## config.mk

```make
export PLATFORM = sky130hd
export DESIGN_NAME = commit
export DESIGN_NICKNAME = d
export VERILOG_FILES = /design/src/rtl/commit_pkg.sv /design/src/rtl/commit_archi_table.sv /design/src/rtl/commit.sv
export SDC_FILE = /design/constraint.sdc
export NUM_CORES = 1
export LEC_CHECK = 0
export BUFFER_PORTS_ARGS = -buffer_cell sky130_fd_sc_hd__buf_2
export CORE_AREA = 2 2 233 235
export CTS_BUF_LIST = sky130_fd_sc_hd__clkbuf_2 sky130_fd_sc_hd__clkbuf_4 sky130_fd_sc_hd__clkbuf_8
export CTS_CLUSTER_SIZE = 14
export DETAILED_ROUTE_END_ITERATION = 10
export DIE_AREA = 0 0 235 237
export GPL_ROUTABILITY_DRIVEN = 0
export PLACE_DENSITY = 0.45
export SLEW_MARGIN = 10
export SYNTH_ARGS = -nofsm -noshare
export SYNTH_HDL_FRONTEND = slang
export SYNTH_SLANG_ARGS = --single-unit
```

## constraint.sdc

```tcl
create_clock -name CLK -period 2.47 [get_ports CLK]
set_input_delay 0.1235 -clock CLK [delete_from_list [all_inputs] [get_ports CLK]]
set_output_delay 0.1235 -clock CLK [all_outputs]
set_load 0.02 [all_outputs]
```

## src/rtl/commit_pkg.sv

```systemverilog
// Shared core definitions for the commit stage: rename geometry, reorder-info
// field offsets and the commit FSM state encoding.
package commit_pkg;

    localparam int RNBIT           = 2;
    localparam int RNDEPTH         = 1 << RNBIT;
    localparam int REORDER_INFO_DW = 64 + 5 + RNBIT + 3;
    localparam int WB_W            = 32 * RNDEPTH;
    localparam int IDX_W           = $clog2(WB_W);

    // reOrder_info = {pc, rd0_arch, rd0_reName, isBranch, isSu, isCsr}
    localparam int INFO_CSR      = 0;
    localparam int INFO_SU       = 1;
    localparam int INFO_BR       = 2;
    localparam int INFO_REN_LSB  = 3;
    localparam int INFO_ARCH_LSB = 3 + RNBIT;
    localparam int INFO_PC_LSB   = 8 + RNBIT;

    typedef enum logic [1:0] {
        ST_RUN     = 2'd0,
        ST_WAIT_SU = 2'd1,
        ST_FLUSH   = 2'd2
    } commit_state_e;

    // RNDEPTH is a power of two, so arch*RNDEPTH+slot is a plain concatenation.
    function automatic logic [IDX_W-1:0] flag_idx(input logic [4:0] arch,
                                                  input logic [RNBIT-1:0] slot);
        return {arch, slot};
    endfunction

endpackage

```

## src/rtl/commit_archi_table.sv

```systemverilog
// Committed architectural rename table: 32 x RNBIT registers, one write port,
// flat read bus with entry r at bits [r*RNBIT +: RNBIT].
module archi_table
    import commit_pkg::*;
(
    input  logic                  clk,
    input  logic                  rst_n,
    input  logic                  wr_en,
    input  logic [4:0]            wr_addr,
    input  logic [RNBIT-1:0]      wr_data,
    output logic [RNBIT*32-1:0]   table_q
);

    logic [RNBIT-1:0] regs [32];

    always_ff @(posedge clk) begin
        if (!rst_n) begin
            for (int r = 0; r < 32; r++) regs[r] <= '0;
        end else if (wr_en && wr_addr != 5'd0) begin
            regs[wr_addr] <= wr_data;
        end
    end

    for (genvar g = 0; g < 32; g++) begin : g_rd
        assign table_q[g*RNBIT +: RNBIT] = regs[g];
    end

endmodule

```

## src/rtl/commit.sv

```systemverilog
// In-order commit stage: retires the reorder-FIFO head, frees the previous
// physical mapping, handles branch flush and store handshake.
// Optional retired-instruction counter enabled by defining COMMIT_INSTRET_EN.
module commit
    import commit_pkg::*;
(
    input  logic                        CLK,
    input  logic                        RSTn,
    input  logic                        reOrder_fifo_empty,
    input  logic [REORDER_INFO_DW-1:0]  reOrder_info,
    output logic                        reOrder_fifo_pop,
    input  logic [WB_W-1:0]             wbLog_qout,
    output logic [WB_W-1:0]             wbLog_commit_rst,
    output logic [WB_W-1:0]             rnBufU_commit_rst,
    output logic [RNBIT*32-1:0]         archi_X_qout,
    input  logic                        bru_res_valid,
    input  logic                        bru_mispredict,
    output logic                        bru_res_pop,
    output logic                        su_commit,
    input  logic                        su_commit_ack,
    output logic                        flush,
    output logic [63:0]                 commit_instret
);

    commit_state_e    state;
    logic [4:0]       rd0_arch;
    logic [RNBIT-1:0] rd0_rename;
    logic [RNBIT-1:0] old_rename;
    logic             is_branch;
    logic             is_su;
    logic             plain_ready;
    logic             pop;
    logic             arch_wr;
    logic [WB_W-1:0]  free_onehot;
    logic [64:0]      unused_info;

    assign rd0_arch    = reOrder_info[INFO_ARCH_LSB +: 5];
    assign rd0_rename  = reOrder_info[INFO_REN_LSB +: RNBIT];
    assign is_branch   = reOrder_info[INFO_BR];
    assign is_su       = reOrder_info[INFO_SU];
    assign unused_info = {reOrder_info[INFO_PC_LSB +: 64], reOrder_info[INFO_CSR]};
    assign plain_ready = (rd0_arch == 5'd0) || wbLog_qout[flag_idx(rd0_arch, rd0_rename)];
    assign old_rename  = archi_X_qout[rd0_arch*RNBIT +: RNBIT];

    // Pops are combinational so a ready head retires in the cycle it becomes ready.
    always_comb begin
        pop         = 1'b0;
        bru_res_pop = 1'b0;
        su_commit   = 1'b0;
        case (state)
            ST_RUN: begin
                if (!reOrder_fifo_empty) begin
                    if (is_branch) begin
                        pop         = bru_res_valid;
                        bru_res_pop = bru_res_valid;
                    end else if (is_su) begin
                        su_commit = 1'b1;
                        pop       = su_commit_ack;
                    end else begin
                        pop = plain_ready;
                    end
                end
            end
            ST_WAIT_SU: begin
                su_commit = 1'b1;
                pop       = su_commit_ack;
            end
            default: ;
        endcase
        if (!RSTn) begin
            pop         = 1'b0;
            bru_res_pop = 1'b0;
            su_commit   = 1'b0;
        end
    end

    always_ff @(posedge CLK) begin
        if (!RSTn) begin
            state <= ST_RUN;
        end else begin
            case (state)
                ST_RUN: begin
                    if (!reOrder_fifo_empty) begin
                        if (is_branch) begin
                            if (bru_res_valid && bru_mispredict) state <= ST_FLUSH;
                        end else if (is_su && !su_commit_ack) begin
                            state <= ST_WAIT_SU;
                        end
                    end
                end
                ST_WAIT_SU: if (su_commit_ack) state <= ST_RUN;
                default:    state <= ST_RUN;
            endcase
        end
    end

    assign reOrder_fifo_pop = pop;
    assign flush            = RSTn && (state == ST_FLUSH);

    // Retiring a new mapping for rd frees the one it replaces.
    assign arch_wr           = pop && (rd0_arch != 5'd0);
    assign free_onehot       = WB_W'(1) << flag_idx(rd0_arch, old_rename);
    assign wbLog_commit_rst  = arch_wr ? free_onehot : '0;
    assign rnBufU_commit_rst = arch_wr ? free_onehot : '0;

    archi_table u_archi_table (
        .clk     (CLK),
        .rst_n   (RSTn),
        .wr_en   (arch_wr),
        .wr_addr (rd0_arch),
        .wr_data (rd0_rename),
        .table_q (archi_X_qout)
    );

`ifdef COMMIT_INSTRET_EN
    logic [63:0] instret_q;

    always_ff @(posedge CLK) begin
        if (!RSTn)    instret_q <= '0;
        else if (pop) instret_q <= instret_q + 64'd1;
    end

    assign commit_instret = instret_q;
`else
    assign commit_instret = '0;
`endif

endmodule

```

==> results.txt <==
The mux contribution to synthesized area is 0.125, and the overall power consumption is 4.99 mW. The headroom to the max-slew limit is 0.625. The global-route usage over all layers was 0.155; the wire length of the first global-routing pass was 65.1 mm. The effective utilization at floorplan came out at 0.159. For the detailed-placement wirelength estimate, the log shows 34.6 mm. At the pin with the least slew margin, the transition time is 0.562 ns.

The XOR/XNOR share of the synthesized area was 0; the DRC violation count after routing was 0. The type of the worst min-delay path is input pin to register. The via density per instance was 4.47. The initial antenna violation count was 2. The unique cell type count in the Yosys netlist is 52, and the global-route congestion overflow total is 0. The total non-filler cell area in the finished layout was 16,900 sq um. The via count of the first global-routing pass is 9,542, and the violation count after the first detailed-routing iteration is 514.

The synthesized-area fraction occupied by and/or/nand/nor cells is 0.143, and the count of input and output buffers is 458. Setup total negative slack on the finished layout was measured at -108.31 ns. STA classifies the critical path startpoint as a register. The run gives 0.35 ns as the clock insertion delay at the later pin of the skew report. In this run the deepest clock path goes through 2 buffers. For this run, the post-layout net count is 1,722. The total inserted antenna cells was 0. The logs give 6.97 nW for the leakage power figure and 53,300 sq um for the core outline area. The die extent in x came out at 235 um. The async set-reset flop share out of synthesis was 0; the number of standard-cell rows in the floorplan was 85. The run gives -0.526 ns as the smallest setup slack after layout. The tree is rooted in a clkbuf_8.

Counting the fill cells in the layout gives 5,314. The area occupied by multi-input gates came out at 6530 sq um. The part of the Yosys area used for sequential elements is 0.232, and the count of flip-flops with a built-in enable after synthesis is 64. The final hold violation count is 0, and the clock-pin slew of the registers on the worst-case setup and hold paths is 0.08 ns. The number of stages on the worst hold path was 2; the arithmetic-cell share of the synthesized area counting full adders, half adders and majority gates was 0. Across the routed clock network, the largest skew measured is 0.00621 ns. After detailed routing, the average wire length per cell comes to 21.9 um.

The compound-cell area share of the yosys netlist is 0.235. The cell count after synthesis came out at 951. The instance area at placement is 12,600 sq um.

The tree built by TritonCTS fans out to 66 sinks. Final hold analysis gives a worst-case slack of 0.0345 ns. The area of the die came out at 55,700 sq um.

The count of pins over their slew limit was 0; the register bit total from synthesis was 66. TritonCTS created 9 clock buffers. The most used flip-flop cell after synthesis is edfxtp_1. By startpoint and endpoint, the worst setup path is classified as register to primary output.

Registers take 1960 sq um. The critical path endpoint category is a primary output. Counting cells, the worst reg-to-reg path comes to 14. The Yosys step of the flow raised 0 warnings. Max-cap violations in this run came to 0. The post-synthesis average cell area was 8.91 sq um; the post-detailed-route count of antenna-violating nets was 0. The worst path required time came out at 2.35 ns. The relative area change from synthesis to final layout is 99.2%, and the H-tree depth is 3.

The checks that failed: negative setup slack. The height of the chip was 237 um. The run gives 0.317 as the final core utilization. Maximum ir drop on the vdd rail: 217 uV. Wires add up to 48.6 mm.

The run gives 365 as the count of endpoints failing setup in the final report. The number of top-level design ports was 596. The logs give 8470 sq um for the post-synth design cell area and 0 for the hold buffer count at cts. The tools report the data arrival time of the worst path as 2.87 ns. The pin count of the biggest net entering global routing is 56. TritonCTS built the clock tree. The length of the first detailed-routing pass in iterations is 5. Setup repair after global routing could not meet its margin everywhere. The flow ran to the end, but the final reports show violations. The dominant combinational cell family by area after synthesis was buffers and inverters. The worst path needs 3.00 ns of the cycle, external delays included. The maximum achievable frequency is 334 MHz, and the count of vias placed by the detailed router is 9,902.

The power density over cell area was 296 nW/um^2. The ratio of cells with drive above 1 in the final layout was 0.755; the critical-path maximum fanout was 4. The final critical-path share of the clock period was 1.21.
[synth_stat cells, types with 6 or more instances]
master | count | area share
a211oi_1 | 91 | 0.081
a211oi_2 | 6 | 0.0089
a21oi_1 | 32 | 0.019
a21oi_2 | 62 | 0.064
a22oi_1 | 21 | 0.019
and3_1 | 10 | 0.0074
buf_2 | 27 | 0.016
buf_4 | 206 | 0.18
buf_6 | 27 | 0.036
clkbuf_1 | 51 | 0.023
edfxtp_1 | 64 | 0.23
inv_1 | 6 | 0.0027
mux2_2 | 7 | 0.0093
mux2i_1 | 21 | 0.025
mux4_2 | 32 | 0.085
nand2_1 | 75 | 0.033
nand3_1 | 47 | 0.028
nand4_1 | 53 | 0.039
nor2_1 | 15 | 0.0066
nor2b_1 | 6 | 0.0044
o21ai_0 | 27 | 0.016
[cell usage in the layout (no fill, tap or decap), types with 6 or more instances in the layout]
cell type  Yosys  layout
mux2_2         7       7
edfxtp_1      64      64
a21oi_2       62      75
a22oi_1       21      13
a21oi_4        1      17
nand4_1       53      53
o21ai_1        0       8
o21ai_2        0      18
buf_12         0      54
buf_8          2      18
buf_16         0       6
nand2_1       75      28
clkbuf_16      0       9
nand2_8        0       9
mux4_2        32      33
and3_1        10       9
nor2_1        15       9
a211oi_2       6      13
mux2i_1       21      21
a22oi_2        0       8
buf_6         27     187
conb_1         1      74
a211oi_4       0      83
clkbuf_8       0       9
nand3_1       47      47
buf_2         27     237
nand2_4        0      25
buf_4        206     279
nand2_2        0      13
[layout make-up]
class	instances	share of cell area
multi-input cells	636	0.387
repair buffers	795	0.432
flip-flops and latches	66	0.116
clock buffers	9	0.00734
well taps	696	0.0516
inverters	6	0.00156
clock inverters	7	0.00415
[cell families after synthesis]
group / count (synthesis)
buffers and inverters: 322
AO/OA/AOI/OAI: 267
AND/OR/NAND/NOR: 233
flip-flops: 66
multiplexers: 62
other: 1
[stage by stage]
| stage | cells | setup WS (ns) |
|---|---|---|
| final | 2215 | -0.526 |
| after global routing | 2215 | -0.637 |
| after CTS | 2148 | -0.508 |
| after detailed placement | 2080 | -0.480 |
| after global placement | 2080 | -0.464 |
| after floorplan | 1024 | -0.238 |
[power breakdown]
part	leakage, nW	internal (mW)	switching, mW
registers	0.666	1.27	0.0352
clock network	0.0990	0.465	0.491
logic	6.20	1.25	1.48
total	6.97	2.99	2.00
[sequential cells by signal, indices dropped and copies added (netlist names)]
register,flops
u_archi_table.regs,64
state,2
[repair_timing]
| action | 4_1_cts | 5_1_grt |
|---|---|---|
| pin swaps | 24 | 39 |
| setup endpoints to repair | 309 | 364 |
| resized for setup | 403 | 325 |
| buffers inserted | 40 | 66 |
| cloned | 12 | 10 |
[worst max-delay path: stages, from the launching register on]
cell and delay [ns]:
edfxtp_1 0.43, mux4_2 0.56, a22oi_2 0.23, nand4_1 0.15, buf_4 0.17, nor2_4 0.14
buf_12 0.17, buf_4 0.13, nand2_4 0.07, a211oi_2 0.18, buf_4 0.18, buf_6 0.12
[metal layers]
metal	up-vias	wire length, um	track usage
li1	4350	-	-
met1	4996	18600	0.184
met2	486	25900	0.290
met3	70	2550	0.0204
met4	0	1570	0.0458
met5	-	0	0
[path summary, 6_finish.rpt]
check | from | to | slack (ns)
worst max-delay path | u_archi_table.regs[19][0]$_SDFFCE_PN0P_ | rnBufU_commit_rst[46] | -0.53
worst min register to register | state[0]$_SDFFE_PN0P_ | state[1]$_SDFFE_PN0P_ | 0.56
worst min-delay path | bru_mispredict | state[1]$_SDFFE_PN0P_ | 0.03
worst max register to register | state[0]$_SDFFE_PN0P_ | u_archi_table.regs[2][1]$_SDFFCE_PN0P_ | -0.19
(Power assumes the default switching activity.)
